`src/rtl/cpu_pkg.sv`:
```
// Shared opcode constants, sequencer state encoding and the instruction decoder
// for the 8-bit CPU control path.
package cpu_pkg;

  localparam logic [7:0] OPC_NOP    = 8'h00;
  localparam logic [7:0] OPC_ALU_LO = 8'h01;
  localparam logic [7:0] OPC_ALU_HI = 8'h0F;
  localparam logic [7:0] OPC_JMP    = 8'h10;
  localparam logic [7:0] OPC_JZ     = 8'h11;
  localparam logic [7:0] OPC_HALT   = 8'hFF;

  typedef enum logic [2:0] {
    S_IDLE,
    S_F_OP,
    S_F_A,
    S_F_B,
    S_CAPT,
    S_EXEC,
    S_WB,
    S_HALT
  } seq_state_t;

  typedef enum logic [2:0] {
    OP_NOP,
    OP_ALU,
    OP_JMP,
    OP_JZ,
    OP_HALT,
    OP_ILLEGAL
  } op_class_t;

  function automatic op_class_t decode_op(input logic [7:0] opc);
    op_class_t cls;
    if (opc == OPC_NOP)                              cls = OP_NOP;
    else if (opc >= OPC_ALU_LO && opc <= OPC_ALU_HI) cls = OP_ALU;
    else if (opc == OPC_JMP)                         cls = OP_JMP;
    else if (opc == OPC_JZ)                          cls = OP_JZ;
    else if (opc == OPC_HALT)                        cls = OP_HALT;
    else                                             cls = OP_ILLEGAL;
    return cls;
  endfunction

endpackage

```
`src/rtl/fetch_exec_sequencer.sv`:
```
// Fetch/execute control FSM for the 8-bit CPU: fetches {opcode, op1, op2} from the
// single-port program RAM, pulses the data_path loads, owns the PC, and lends the RAM to the loader.
module fetch_exec_sequencer
  import cpu_pkg::*;
#(
  parameter int                  ADDR_W   = 8,
  parameter int                  DATA_W   = 8,
  parameter logic [ADDR_W-1:0]   RESET_PC = '0
) (
  input  logic              clk,
  input  logic              rst,
  input  logic              run,
  input  logic              load_we,
  input  logic [ADDR_W-1:0] load_addr,
  input  logic [DATA_W-1:0] load_data,
  output logic              load_err,
  output logic [ADDR_W-1:0] mem_addr,
  output logic              mem_we,
  output logic [DATA_W-1:0] mem_wdata,
  input  logic [DATA_W-1:0] mem_rdata,
  input  logic              flag_z,
  output logic [DATA_W-1:0] ir,
  output logic [DATA_W-1:0] op1,
  output logic [DATA_W-1:0] op2,
  output logic [DATA_W-1:0] alu_op,
  output logic              reg_load_a,
  output logic              reg_load_b,
  output logic              reg_load_c,
  output logic [ADDR_W-1:0] pc,
  output logic              busy,
  output logic              halted,
  output logic              illegal
);

  seq_state_t        state_q, state_d;
  logic [ADDR_W-1:0] pc_q, pc_d;
  logic [DATA_W-1:0] ir_q, ir_d;
  logic [DATA_W-1:0] op1_q, op1_d;
  logic [DATA_W-1:0] op2_q, op2_d;
  op_class_t         cls_q, cls_d;
  logic              zflag_q, zflag_d;
  logic              illegal_q, illegal_d;
  logic [ADDR_W-1:0] pc_plus3;

  assign pc_plus3 = pc_q + ADDR_W'(3);

  always_ff @(posedge clk) begin
    if (rst) begin
      state_q   <= S_IDLE;
      pc_q      <= RESET_PC;
      ir_q      <= '0;
      op1_q     <= '0;
      op2_q     <= '0;
      cls_q     <= OP_NOP;
      zflag_q   <= 1'b0;
      illegal_q <= 1'b0;
    end else begin
      state_q   <= state_d;
      pc_q      <= pc_d;
      ir_q      <= ir_d;
      op1_q     <= op1_d;
      op2_q     <= op2_d;
      cls_q     <= cls_d;
      zflag_q   <= zflag_d;
      illegal_q <= illegal_d;
    end
  end

  always_comb begin
    state_d    = state_q;
    pc_d       = pc_q;
    ir_d       = ir_q;
    op1_d      = op1_q;
    op2_d      = op2_q;
    cls_d      = cls_q;
    zflag_d    = zflag_q;
    illegal_d  = illegal_q;
    mem_addr   = pc_q;
    mem_we     = 1'b0;
    reg_load_a = 1'b0;
    reg_load_b = 1'b0;
    reg_load_c = 1'b0;
    alu_op     = '0;

    case (state_q)
      S_IDLE: begin
        mem_addr = load_addr;
        mem_we   = load_we;
        if (run) state_d = S_F_OP;
      end
      S_F_OP: begin
        state_d = S_F_A;
      end
      // RAM read data lags the address by one cycle, so each byte lands one state later.
      S_F_A: begin
        ir_d     = mem_rdata;
        mem_addr = pc_q + ADDR_W'(1);
        state_d  = S_F_B;
      end
      S_F_B: begin
        op1_d    = mem_rdata;
        mem_addr = pc_q + ADDR_W'(2);
        state_d  = S_CAPT;
      end
      S_CAPT: begin
        op2_d   = mem_rdata;
        cls_d   = decode_op(ir_q);
        state_d = S_EXEC;
      end
      S_EXEC: begin
        zflag_d = flag_z;
        if (cls_q == OP_ALU) begin
          reg_load_a = 1'b1;
          reg_load_b = 1'b1;
          alu_op     = DATA_W'(ir_q[3:0]);
        end
        state_d = S_WB;
      end
      S_WB: begin
        if (cls_q == OP_ALU) begin
          reg_load_c = 1'b1;
          alu_op     = DATA_W'(ir_q[3:0]);
        end
        state_d = run ? S_F_OP : S_IDLE;
        case (cls_q)
          OP_NOP, OP_ALU: pc_d = pc_plus3;
          OP_JMP:         pc_d = ADDR_W'(op1_q);
          OP_JZ:          pc_d = zflag_q ? ADDR_W'(op1_q) : pc_plus3;
          OP_HALT:        state_d = S_HALT;
          default: begin
            illegal_d = 1'b1;
            state_d   = S_HALT;
          end
        endcase
      end
      S_HALT: begin
        mem_addr = load_addr;
        mem_we   = load_we;
      end
      default: begin
        state_d = S_IDLE;
      end
    endcase
  end

  assign busy      = (state_q != S_IDLE) && (state_q != S_HALT);
  assign halted    = (state_q == S_HALT);
  assign load_err  = busy && load_we;
  assign mem_wdata = load_data;
  assign ir        = ir_q;
  assign op1       = op1_q;
  assign op2       = op2_q;
  assign pc        = pc_q;
  assign illegal   = illegal_q;

endmodule

```
`config.mk`:
```
export PLATFORM = sky130hd
export DESIGN_NAME = fetch_exec_sequencer
export DESIGN_NICKNAME = d
export VERILOG_FILES = /design/src/rtl/cpu_pkg.sv /design/src/rtl/fetch_exec_sequencer.sv
export SDC_FILE = /design/constraint.sdc
export NUM_CORES = 1
export LEC_CHECK = 0
export BUFFER_PORTS_ARGS = -buffer_cell sky130_fd_sc_hd__buf_4
export CORE_ASPECT_RATIO = 2
export CORE_MARGIN = 5
export CORE_UTILIZATION = 54
export DETAILED_ROUTE_END_ITERATION = 10
export PLACE_DENSITY = 0.95
export SLEW_MARGIN = 40
export SYNTH_ARGS = -nofsm -noshare
export SYNTH_HDL_FRONTEND = slang
export SYNTH_SLANG_ARGS = --single-unit
```
`constraint.sdc`:
```
create_clock -name clk -period 5.8 [get_ports clk]
set_input_delay 1.74 -clock clk [delete_from_list [all_inputs] [get_ports clk]]
set_output_delay 1.74 -clock clk [all_outputs]
set_load 0.05 [all_outputs]
```
* Word-level counts from Yosys, hierarchy flattened
Cells that the tools add are included.
** Cells by class
- Bitwise logic cells :: 1
- $add $sub $neg :: 3
- Muxes and demuxes :: 18
- Equal/unequal tests :: 16
- Order comparisons :: 2
- Reduce and logical (&&, ||, !) cells :: 17
** Operators with widths (count)
- $pmux 8 s3 :: 2
- $pmux 3 s7 :: 1
- $mux 3 :: 6
- $add 8x2->8 const B :: 2
- $eq 8x5->1 const B :: 2
- $eq 3x3->1 const B :: 5
- $eq 3x2->1 const B :: 4
- $add 8x1->8 const B :: 1
- $eq 8x8->1 const B :: 1
- $ge 8x1->1 const B :: 1
- $le 8x4->1 const B :: 1
- $logic_not 8->1 :: 1
- $mux 4 :: 2
- $mux 8 :: 1
- $reduce_bool 7->1 :: 1
- $eq 3x1->1 const B :: 2
- $logic_not 3->1 :: 2
- $mux 1 :: 6
- $reduce_and 2->1 :: 3
- $reduce_bool 3->1 :: 2
- $reduce_or 2->1 :: 3
- $reduce_or 5->1 :: 1
- $reduce_or 4->1 :: 1
- $logic_and 1x1->1 :: 3
- other kinds (3) :: 3
** Word-level totals
- Register bits :: 40
- Output and inout bits :: 64
- Bits of input ports :: 29

* Logic depth before layout (Yosys ltp)
Gate-level depths: netlist (run 1).
- Word-level depth :: 6
- Mapped depth :: 7
- Mapped depth without buffers :: 6

* Worst setup path before layout (run 1)
Ideal clock, no wire load.
- Path kind :: register to output
- Start point :: register pc_q[2] (netlist: pc[2])
- End point :: output mem_addr[5]
- Buffers on the path :: 0
- Data arrival time :: 2.945 ns
- Stages on the path, launching flop included :: 4
- Path slack :: 1.115 ns
- Cells stage by stage :: dfxtp_1 -> ha_1 -> o2111ai_1 -> o311ai_0
** Between the ends
- Longest elaborated chain between the ends :: 2
- Elaborated cells on any way between the ends :: 3
- Classes of those cells :: add/sub (2); mux (1)
** Ends and longest elaborated chain
- start, declared :: RTL line fetch_exec_sequencer.sv:36 : logic [ADDR_W-1:0] pc_q, pc_d;
- start signal, assigned :: RTL line fetch_exec_sequencer.sv:59 : pc_q <= pc_d;
- $add 8x2->8 / $add 8x1->8 (equally long branches) :: RTL line fetch_exec_sequencer.sv:102, fetch_exec_sequencer.sv:97
- $pmux 8 s3 (*) :: RTL line fetch_exec_sequencer.sv:85 : case (state_q)
- end, declared :: RTL line fetch_exec_sequencer.sv:17 : output logic [ADDR_W-1:0] mem_addr,
Every way passes the cells marked *; elsewhere a longest branch is shown, timed or not.

* Final worst setup path (run 1)
- Start point :: input load_addr[3]
- End point :: output mem_addr[3]
** Between the ends
- Longest elaborated chain between the ends :: 1
** Ends and longest elaborated chain
- start, declared :: RTL line fetch_exec_sequencer.sv:14 : input logic [ADDR_W-1:0] load_addr,
- $pmux 8 s3 :: RTL line fetch_exec_sequencer.sv:85
Every way passes these cells.

==> results_dict.tcl, run 1 <==
set metrics [dict create \
    place.gp.congestion 0.858 \
    wl_per_cell_um 17.6 \
    die_h_um 107 \
    drive_gt1_share_pct 26.3 \
    grt.total_usage_pct 24.5 \
    area_growth_pct 19.3 \
    yosys.area.top_type "dfxtp_1" \
    synth-main-ff-cell "dfxtp_1" \
    cp-start-kind "input port" \
    timing.final.crit_share_pct 75.4 \
    setup_viol 0 \
    numCtsBuffers 5 \
    hold_viol 0 \
    seq_area_frac_synth_pct 31.2 \
    fillers 394 \
    slowest_delay_ps 290 \
    grt_pass1_wl_um 12100 \
    clkLatencyLatePin_ps 300 \
    clock-sinks 40 \
    cts_setup_buffers 0 \
    die_area_um2 6310 \
    max_freq_mhz 229 \
    post-dp-hpwl_um 5490 \
    hp-class "flop to flop" \
    ys.warnings.count 0 \
    syn-instance-count 330 \
    grt_pass1_vias 2667 \
    drc_errors 0 \
    fp-row-count 35 \
    ys_ff_latch 40 \
    drt_first_pass_iters 4 \
    htree_levels 2 \
    io_buffers 72 \
    antenna_found_initial 0 \
    synth_cell_types 58 \
    vias 2618 \
    syn_area_um2 2560 \
    setup_tns_ps 0 \
    nNetsFinal 409 \
    slew_headroom_pct 45.3 \
    crit_arrival_ps 2630 \
    clock-skew-final_ps 4.67 \
    cpMostUsedCell "buf_4" \
    cts-root-buf "clkbuf_8" \
    final_common_cell "buf_4" \
    ctsResizeCount 0 \
    drt_wl_total_um 7610 \
    final_cell_mix "buf_4 (72), nand2_1 (53), a21oi_1 (44), dfxtp_1 (38), nor2_1 (17)" \
    crit_fanout 2 \
    ant_nets 0 \
    initial_core_util_pct 55.8 \
    grt_max_degree 44 \
    synth_edf_count 0 \
    ios 93 \
    cp_slowest_cell "a221o_1" \
    rsz0062_at_grt "false" \
    synth_area_leaders "dfxtp_1 (31%), a21oi_1 (8.6%), nand2_1 (7.8%)" \
    placed_cells 424 \
    die-width_um 58.7 \
    power_density_nw_per_um2 249 \
    synth_top_area_share_pct 31.2 \
    crit_required_ps 4060 \
    synthArstFlopShare_pct 0 \
    status "finished, final reports clean" \
    cap_violations 0 \
    finalCriticalPeriod_ps 4370 \
    slew_violations 0 \
    diodes 0 \
    p_leak_nw 1.20 \
    cts_tree "yes" \
    viasPerCell 6.06 \
    tightest_slew_ps 819 \
    core_um2 4600 \
    worst_setup_path_end_kind "output pin" \
    hold_buffers 0 \
    grt-ovfl-total 0 \
    clk_pin_slew_ps 70 \
    clock_path_buffers 2 \
    vdd.ir_drop.worst_v 0.000251 \
    critical_path_class "input port to output pin" \
    crit_path_cell_trace "buf_4, a221oi_2, a21oi_1, a221o_1, buf_4" \
    layout.cells.non_filler 432 \
    syn_area_per_cell_um2 7.77 \
    drt_iter0_markers 124 \
]
-- cells in the mapped netlist (2+ instances only) --
| cell | number |
|---|---|
| nor3_1 | 6 |
| a221o_1 | 2 |
| a31oi_1 | 2 |
| a21oi_1 | 44 |
| dfxtp_1 | 40 |
| nor2b_1 | 6 |
| nor2b_2 | 2 |
| inv_2 | 2 |
| and3_1 | 4 |
| buf_4 | 15 |
| nand2b_1 | 7 |
| nor4_1 | 5 |
| o311ai_0 | 2 |
| o21ai_0 | 13 |
| nand3_1 | 9 |
| nor2_1 | 17 |
| clkbuf_1 | 5 |
| inv_1 | 7 |
| or3_1 | 4 |
| buf_6 | 8 |
| nor2_2 | 2 |
| o2bb2ai_1 | 3 |
| mux2i_1 | 13 |
| o31ai_1 | 4 |
| o32ai_1 | 3 |
| o2111ai_1 | 2 |
| and2_1 | 7 |
| ha_1 | 4 |
| nand2_1 | 53 |
| nand4_1 | 3 |
| buf_2 | 7 |
| a211oi_1 | 2 |
| nand3b_1 | 2 |
-- worst max-delay path, delay by kind of cell --
family	cells	cell delay, ps
AOI/OAI and AO/OA	3	580
buffers and inverters	2	310
-- sequential cells by signal, summed over array words and instances (netlist names) --
register and count:
op1 8, pc 8, op2 8, cls_q 3, illegal 1, ir 8
zflag_q 1, state_q 3
-- power breakdown --
part / leakage (nW) / internal, mW / switching (mW)
clock network: 0.0645 / 0.152 / 0.0974
logic: 0.812 / 0.0669 / 0.138
registers: 0.324 / 0.284 / 0.0242
-- worst paths after layout --
check | start | slack [ps] | depth (start not counted) | to
hold reg to reg | illegal | 460 | 2 | illegal
setup reg to reg | state_q[2] | 3760 | 4 | pc[7]
setup / recovery | load_addr[3] | 1430 | 5 | mem_addr[3]
hold / removal | illegal | 460 | 2 | illegal
-- metal layers --
metal  GRT usage (%)  wire, um  vias to the layer above
li1                -         -                     1239
met3            5.76       536                       35
met1            22.6      2460                     1228
met4            16.5       374                        0
met2            44.9      4240                      116
met5               0         0                        -
-- through the flow --
stage | util (%) | power, mW | hold WS, ps | instance area, um^2 | worst slack, ps
after floorplan | - | 0.480 | 448 | 2580 | 1120
after global placement | 63.6 | 0.511 | 440 | 2930 | 1440
after detailed placement | 63.6 | 0.516 | 454 | 2930 | 1430
after CTS | 66.4 | 0.762 | 465 | 3050 | 1410
after global routing | 66.6 | 0.792 | 496 | 3060 | 1340
final | 66.6 | 0.762 | 461 | 3060 | 1430
-- area by class of cell --
type	instances	area [um^2]	area share, %
Clock buffer	7	96.3	3.15
Clock inverter	1	30.0	0.981
Inverter	9	33.8	1.10
Multi-Input combinational cell	248	1490	48.6
Sequential cell	40	803	26.2
Tap cell	55	68.8	2.25
Timing Repair Buffer	72	541	17.7
-- kinds of logic (layout without fill, tap and decap cells) --
group,count (synthesis),count (layout),synth area share [%]
adder cells (fa/ha/maj),4,4,1.95
flip-flops,40,40,31.2
buffers and inverters,45,89,11.5
AND/OR/NAND/NOR,137,137,27.6
multiplexers,13,13,5.07
AO/OA/AOI/OAI,90,90,22.5
other,1,4,0.146
No activity file was read; power rests on OpenSTA's default activity.
==> inputs of run 2 (changes only) <==
--- a/config.mk
+++ b/config.mk
@@ -5,12 +5,13 @@
 export SDC_FILE = /design/constraint.sdc
 export NUM_CORES = 1
 export LEC_CHECK = 0
+export ABC_AREA = 1
 export BUFFER_PORTS_ARGS = -buffer_cell sky130_fd_sc_hd__buf_4
 export CORE_ASPECT_RATIO = 2
 export CORE_MARGIN = 5
-export CORE_UTILIZATION = 54
+export CORE_UTILIZATION = 44
 export DETAILED_ROUTE_END_ITERATION = 10
-export PLACE_DENSITY = 0.95
+export PLACE_DENSITY = 0.87
 export SLEW_MARGIN = 40
 export SYNTH_ARGS = -nofsm -noshare
 export SYNTH_HDL_FRONTEND = slang
==> constraint.sdc (replaced) <==
create_clock -name clk -period 3.82 [get_ports clk]
set_input_delay 1.146 -clock clk [delete_from_list [all_inputs] [get_ports clk]]
set_output_delay 1.146 -clock clk [all_outputs]
set_load 0.05 [all_outputs]
==> run 2 against run 1 <==
Final cell count up 13%. Register-to-register slack worse by 1700 ps. Flip-flop and latch count is the same. Power increased by 52%. Die area increased by 13%. Hold slack improved by 3.8 ps. First-iteration DRC count fell by 21%. Combinational power rose by 68%. Routed wire length down 8.8%. Largest cell class unchanged. Highest routed layer unchanged.
==> results_dict.tcl, run 2 <==
set metrics [dict create \
    drt_wl_total_um 6940 \
    htree_levels 2 \
    clk_pin_slew_ps 80 \
    synth_cell_types 28 \
    place.gp.congestion 0.841 \
    ant_nets 0 \
    grt_pass1_vias 2500 \
    cts_setup_buffers 0 \
    hold_viol 0 \
    fin_hold_ws_ps 465 \
    yosys.area.top_type "dfxtp_1" \
    final_core_util_pct 55.1 \
    die_h_um 114 \
    seq_area_frac_synth_pct 33.4 \
    synth_top_area_share_pct 33.4 \
    nNetsFinal 461 \
    clock_path_buffers 2 \
    core_um2 5370 \
    io_buffers 72 \
    synth_edf_count 0 \
    hold_buffers 0 \
    synthArstFlopShare_pct 0 \
    placed_cells 481 \
    cpMostUsedCell "nand2_1" \
    slowest_delay_ps 480 \
    syn_area_per_cell_um2 6.46 \
    crit_path_cell_trace "nand2_2, nor2_2, inv_1, nand2_1, o21ai_0, nand2_1, nand2_1, nand2_1, buf_4" \
    ios 93 \
    grt-ovfl-total 0 \
    drt_first_pass_iters 5 \
    syn_area_um2 2400 \
    yosysMostFrequentCell "nand2_1" \
    area_growth_pct 23.5 \
    cap_violations 0 \
    grt.total_usage_pct 19.1 \
    slew_headroom_pct 47.6 \
    worst_setup_path_end_kind "output pin" \
    crit_arrival_ps 2250 \
    drc_errors 0 \
    tightest_slew_ps 785 \
    synth-xor-area-share_pct 0.365 \
    post-dp-hpwl_um 5300 \
    syn-instance-count 371 \
    crit_fanout 12 \
    cp_slowest_cell "dfxtp_1" \
    wl_per_cell_um 14.2 \
    setup_tns_ps 0 \
    synth-main-ff-cell "dfxtp_1" \
    ctsResizeCount 0 \
    antenna_found_initial 0 \
    final_cell_mix "buf_4 (72), nand2_1 (67), nor2_1 (61), dfxtp_1 (40), o21ai_0 (36)" \
    cp-start-kind "flop" \
    cts_tree "yes" \
    drt_iter0_markers 98 \
    rsz0062_at_grt "false" \
    clock-sinks 40 \
    power_density_nw_per_um2 390 \
    setup_viol 0 \
    diodes 0 \
    numCtsBuffers 5 \
    synth_top_family_by_area "simple AND/OR/NAND/NOR gates" \
    crit_required_ps 2670 \
    grt_pass1_wl_um 11100 \
    power_mw 1.15 \
    slew_violations 0 \
    synth-simple-area-share_pct 34.7 \
    die-width_um 62.2 \
    viasPerCell 5.27 \
    clkLatencyLatePin_ps 300 \
    yosys-top-cells-count "nand2_1 (67), nor2_1 (61), dfxtp_1 (40)" \
    synth-compound-area-share_pct 15.3 \
    fillers 510 \
    clock-skew-final_ps 2.76 \
    synth_mux_area_share_pct 0 \
    status "finished, final reports clean" \
    critical_path_class "flop to output pin" \
    ys.warnings.count 0 \
    fp-row-count 38 \
    max_freq_mhz 295 \
    p_leak_nw 1.42 \
    vias 2577 \
    synth_area_leaders "dfxtp_1 (33%), nand2_1 (10%), nor2_1 (9.6%)" \
    die_area_um2 7110 \
    drive_gt1_share_pct 24.0 \
    ys_ff_latch 40 \
    grt_max_degree 32 \
    synthAdderAreaFrac_pct 2.09 \
    timing.final.crit_share_pct 88.8 \
    vdd.ir_drop.worst_v 0.000349 \
    finalCriticalPeriod_ps 3390 \
    initial_core_util_pct 44.6 \
    cts-root-buf "clkbuf_8" \
    final_common_cell "buf_4" \
    layout.cells.non_filler 489 \
    hp-class "flop to flop" \
]
==> run 2: cell types whose count changed after synthesis, sizes merged, moves of 9 or more <==
| cell | previous run | this run |
|---|---|---|
| a21oi | 45 | 23 |
| buf | 31 | 22 |
| inv | 9 | 43 |
| mux2i | 13 | 0 |
| nand2 | 54 | 75 |
| nand2b | 9 | 0 |
| nand3 | 10 | 33 |
| nor2 | 20 | 67 |
| o21ai | 13 | 41 |
==> run 2: path summary, 6_finish.rpt <==
path	endpoint	from	cells after the start	slack (ps)
max	mem_addr[5]	state_q[0]	9	430
min	illegal	illegal	2	460
max reg2reg	op1[5]	state_q[0]	5	2110
min reg2reg	illegal	illegal	2	460
==> run 2: metal layers <==
layer | track usage (%) | wire length (um)
met1 | 17.3 | 2470
met2 | 36.3 | 3780
met3 | 5.01 | 465
met4 | 12.3 | 229
met5 | 0 | 0
==> run 2: layout make-up <==
type	count	area (um^2)	area share [%]
Timing Repair Buffer	72	541	18.3
Multi-Input combinational cell	266	1270	43.0
Inverter	43	164	5.54
Tap cell	60	75.1	2.54
Clock buffer	6	72.6	2.45
Sequential cell	40	801	27.0
Clock inverter	2	35.0	1.18
==> run 2: power by group <==
group | total (mW) | switching, mW | leakage (nW) | internal (mW)
logic | 0.345 | 0.248 | 1.04 | 0.0972
clock network | 0.344 | 0.150 | 0.0552 | 0.194
registers | 0.466 | 0.0262 | 0.324 | 0.439
total | 1.15 | 0.424 | 1.42 | 0.730
==> run 2: critical path: cells and delay by family, from the launching register on <==
family	cells	cell delay [ps]
compound gates	1	90
buf+inv	2	500
flops	1	480
simple gates	6	880
==> run 2: stage by stage <==
step,area (um^2),setup WS (ps)
finish,2960,429
global route,2960,206
CTS,2960,428
detailed placement,2850,767
global placement,2850,858
floorplan,2410,624
==> run 2: cell families (layout without fill, tap and decap cells) <==
group,count (synthesis),after routing
compound gates,69,69
xor+xnor,1,1
fa+ha+maj,4,4
buf+inv,68,123
flops,40,40
other cells,1,4
simple gates,188,188
==> inputs of run 3 (changes only) <==
--- a/config.mk
+++ b/config.mk
@@ -9,9 +9,11 @@
 export BUFFER_PORTS_ARGS = -buffer_cell sky130_fd_sc_hd__buf_4
 export CORE_ASPECT_RATIO = 2
 export CORE_MARGIN = 5
-export CORE_UTILIZATION = 44
+export CORE_UTILIZATION = 51
+export CTS_BUF_LIST = sky130_fd_sc_hd__clkbuf_4
 export DETAILED_ROUTE_END_ITERATION = 10
-export PLACE_DENSITY = 0.87
+export MAX_ROUTING_LAYER = met4
+export PLACE_DENSITY = 0.94
 export SLEW_MARGIN = 40
 export SYNTH_ARGS = -nofsm -noshare
 export SYNTH_HDL_FRONTEND = slang
==> constraint.sdc (replaced) <==
create_clock -name clk -period 3.15 [get_ports clk]
set_input_delay 0.945 -clock clk [delete_from_list [all_inputs] [get_ports clk]]
set_output_delay 0.945 -clock clk [all_outputs]
set_load 0.05 [all_outputs]
==> run 3 against run 2 <==
Via count increased by 1.4%. Routed wire length decreased by 1.9%. Register-to-register slack got worse by 620 ps. Global-route usage increased by 3.8 points. Non-clock buffer count increased by 2. Clock power decreased by 2%. Die area decreased by 12%. Sequential share of layout area increased by 0.17 points. Design area decreased by 0.63%. Core utilization increased by 8.9 points. Power increased by 15%. Largest cell class unchanged.
==> results_dict.tcl, run 3 (synthesis results as in run 2) <==
set metrics [dict create \
    slew_headroom_pct 51.3 \
    cp-start-kind "flop" \
    fin_hold_ws_ps 470 \
    place.gp.congestion 0.870 \
    cap_violations 0 \
    finalInstanceArea_um2 2940 \
    drc_errors 0 \
    hold_buffers 0 \
    clock-skew-final_ps 9.96 \
    fp-row-count 35 \
    ios 93 \
    grt_pass1_vias 2559 \
    initial_core_util_pct 52.1 \
    timing.final.ws_setup_ps 233 \
    wl_per_cell_um 14.0 \
    viasPerCell 5.37 \
    setup_tns_ps 0 \
    slew_violations 0 \
    power_density_nw_per_um2 450 \
    ant_nets 0 \
    critical_path_class "flop to output pin" \
    status "finished, final reports clean" \
    diodes 0 \
    crit_required_ps 2200 \
    io_buffers 72 \
    tightest_slew_ps 730 \
    clock_path_buffers 2 \
    drt_first_pass_iters 4 \
    cts-root-buf "clkbuf_4" \
    grt-ovfl-total 0 \
    grt_max_degree 32 \
    cts_tree "yes" \
    setup_viol 0 \
    worst_setup_path_end_kind "output pin" \
    clkLatencyLatePin_ps 360 \
    timing.final.crit_share_pct 92.6 \
    power_mw 1.32 \
    dp_slack_ps 653 \
    vdd.ir_drop.worst_v 0.000382 \
    rsz0062_at_grt "false" \
    post-dp-hpwl_um 5310 \
    final_cell_mix "buf_4 (74), nand2_1 (67), nor2_1 (61), dfxtp_1 (40), o21ai_0 (36)" \
    crit_arrival_ps 1970 \
    antenna_found_initial 0 \
    max_freq_mhz 343 \
    die_area_um2 6260 \
    drive_gt1_share_pct 24.6 \
    cts_setup_buffers 0 \
    crit_fanout 9 \
    clk_pin_slew_ps 120 \
    ctsResizeCount 0 \
    grt.total_usage_pct 23.0 \
    area_growth_pct 22.7 \
    hold_viol 0 \
    clock-sinks 40 \
    vias 2612 \
    numCtsBuffers 5 \
    core_um2 4600 \
    die_h_um 107 \
    drt_wl_total_um 6810 \
    place_area_um2 2860 \
    hp-class "flop to flop" \
    die-width_um 58.5 \
    finalCriticalPeriod_ps 2920 \
    nNetsFinal 463 \
    grt_pass1_wl_um 11200 \
    htree_levels 2 \
    final_common_cell "buf_4" \
    drt_iter0_markers 106 \
    p_leak_nw 1.41 \
]
[run 3: worst paths after layout]
kind                            cells past startpoint  startpoint  slack [ps]     endpoint
worst min register to register                      2     illegal         470      illegal
worst min-delay path                                2     illegal         470      illegal
worst max register to register                      5  state_q[2]        1490       op2[6]
worst max-delay path                                7  state_q[2]         230  mem_addr[5]
[run 3: cell type report]
type / count / area (um^2)
tap: 55 / 68.8
fill: 425 / 1660
clock buffer: 5 / 37.5
inverter: 43 / 164
timing repair buffer: 74 / 556
sequential: 40 / 801
multi-input combinational: 266 / 1270
clock inverter: 3 / 42.5
[run 3: stage by stage]
stage,utilization [%],std cells
3_5_place_dp,62.2,478
5_1_grt,64.0,486
4_1_cts,64.0,486
2_1_floorplan,-,374
3_3_place_gp,62.2,478
6_report,64.0,486
[run 3: report_power, final]
group          switching [mW]  total [mW]  internal, mW  leakage, nW
logic                   0.303       0.422         0.119         1.05
clock network           0.172       0.337         0.165       0.0412
registers              0.0304       0.564         0.533        0.324
[run 3: layer usage]
metal	global-route usage, %	part of all wire (%)	vias up
met5	-	0	-
met2	41.1	55	99
met1	22.8	36	1193
li1	-	-	1300
met4	12.8	2.6	0
met3	3.25	6.5	20
[run 3: worst max-delay path, stage by stage (launching register included)]
cell and delay [ps]:
dfxtp_1 530, inv_4 130, o21ai_1 440, nor2_1 130, nand2_1 100, nand2_1 50, nand2_1 60, buf_4 190
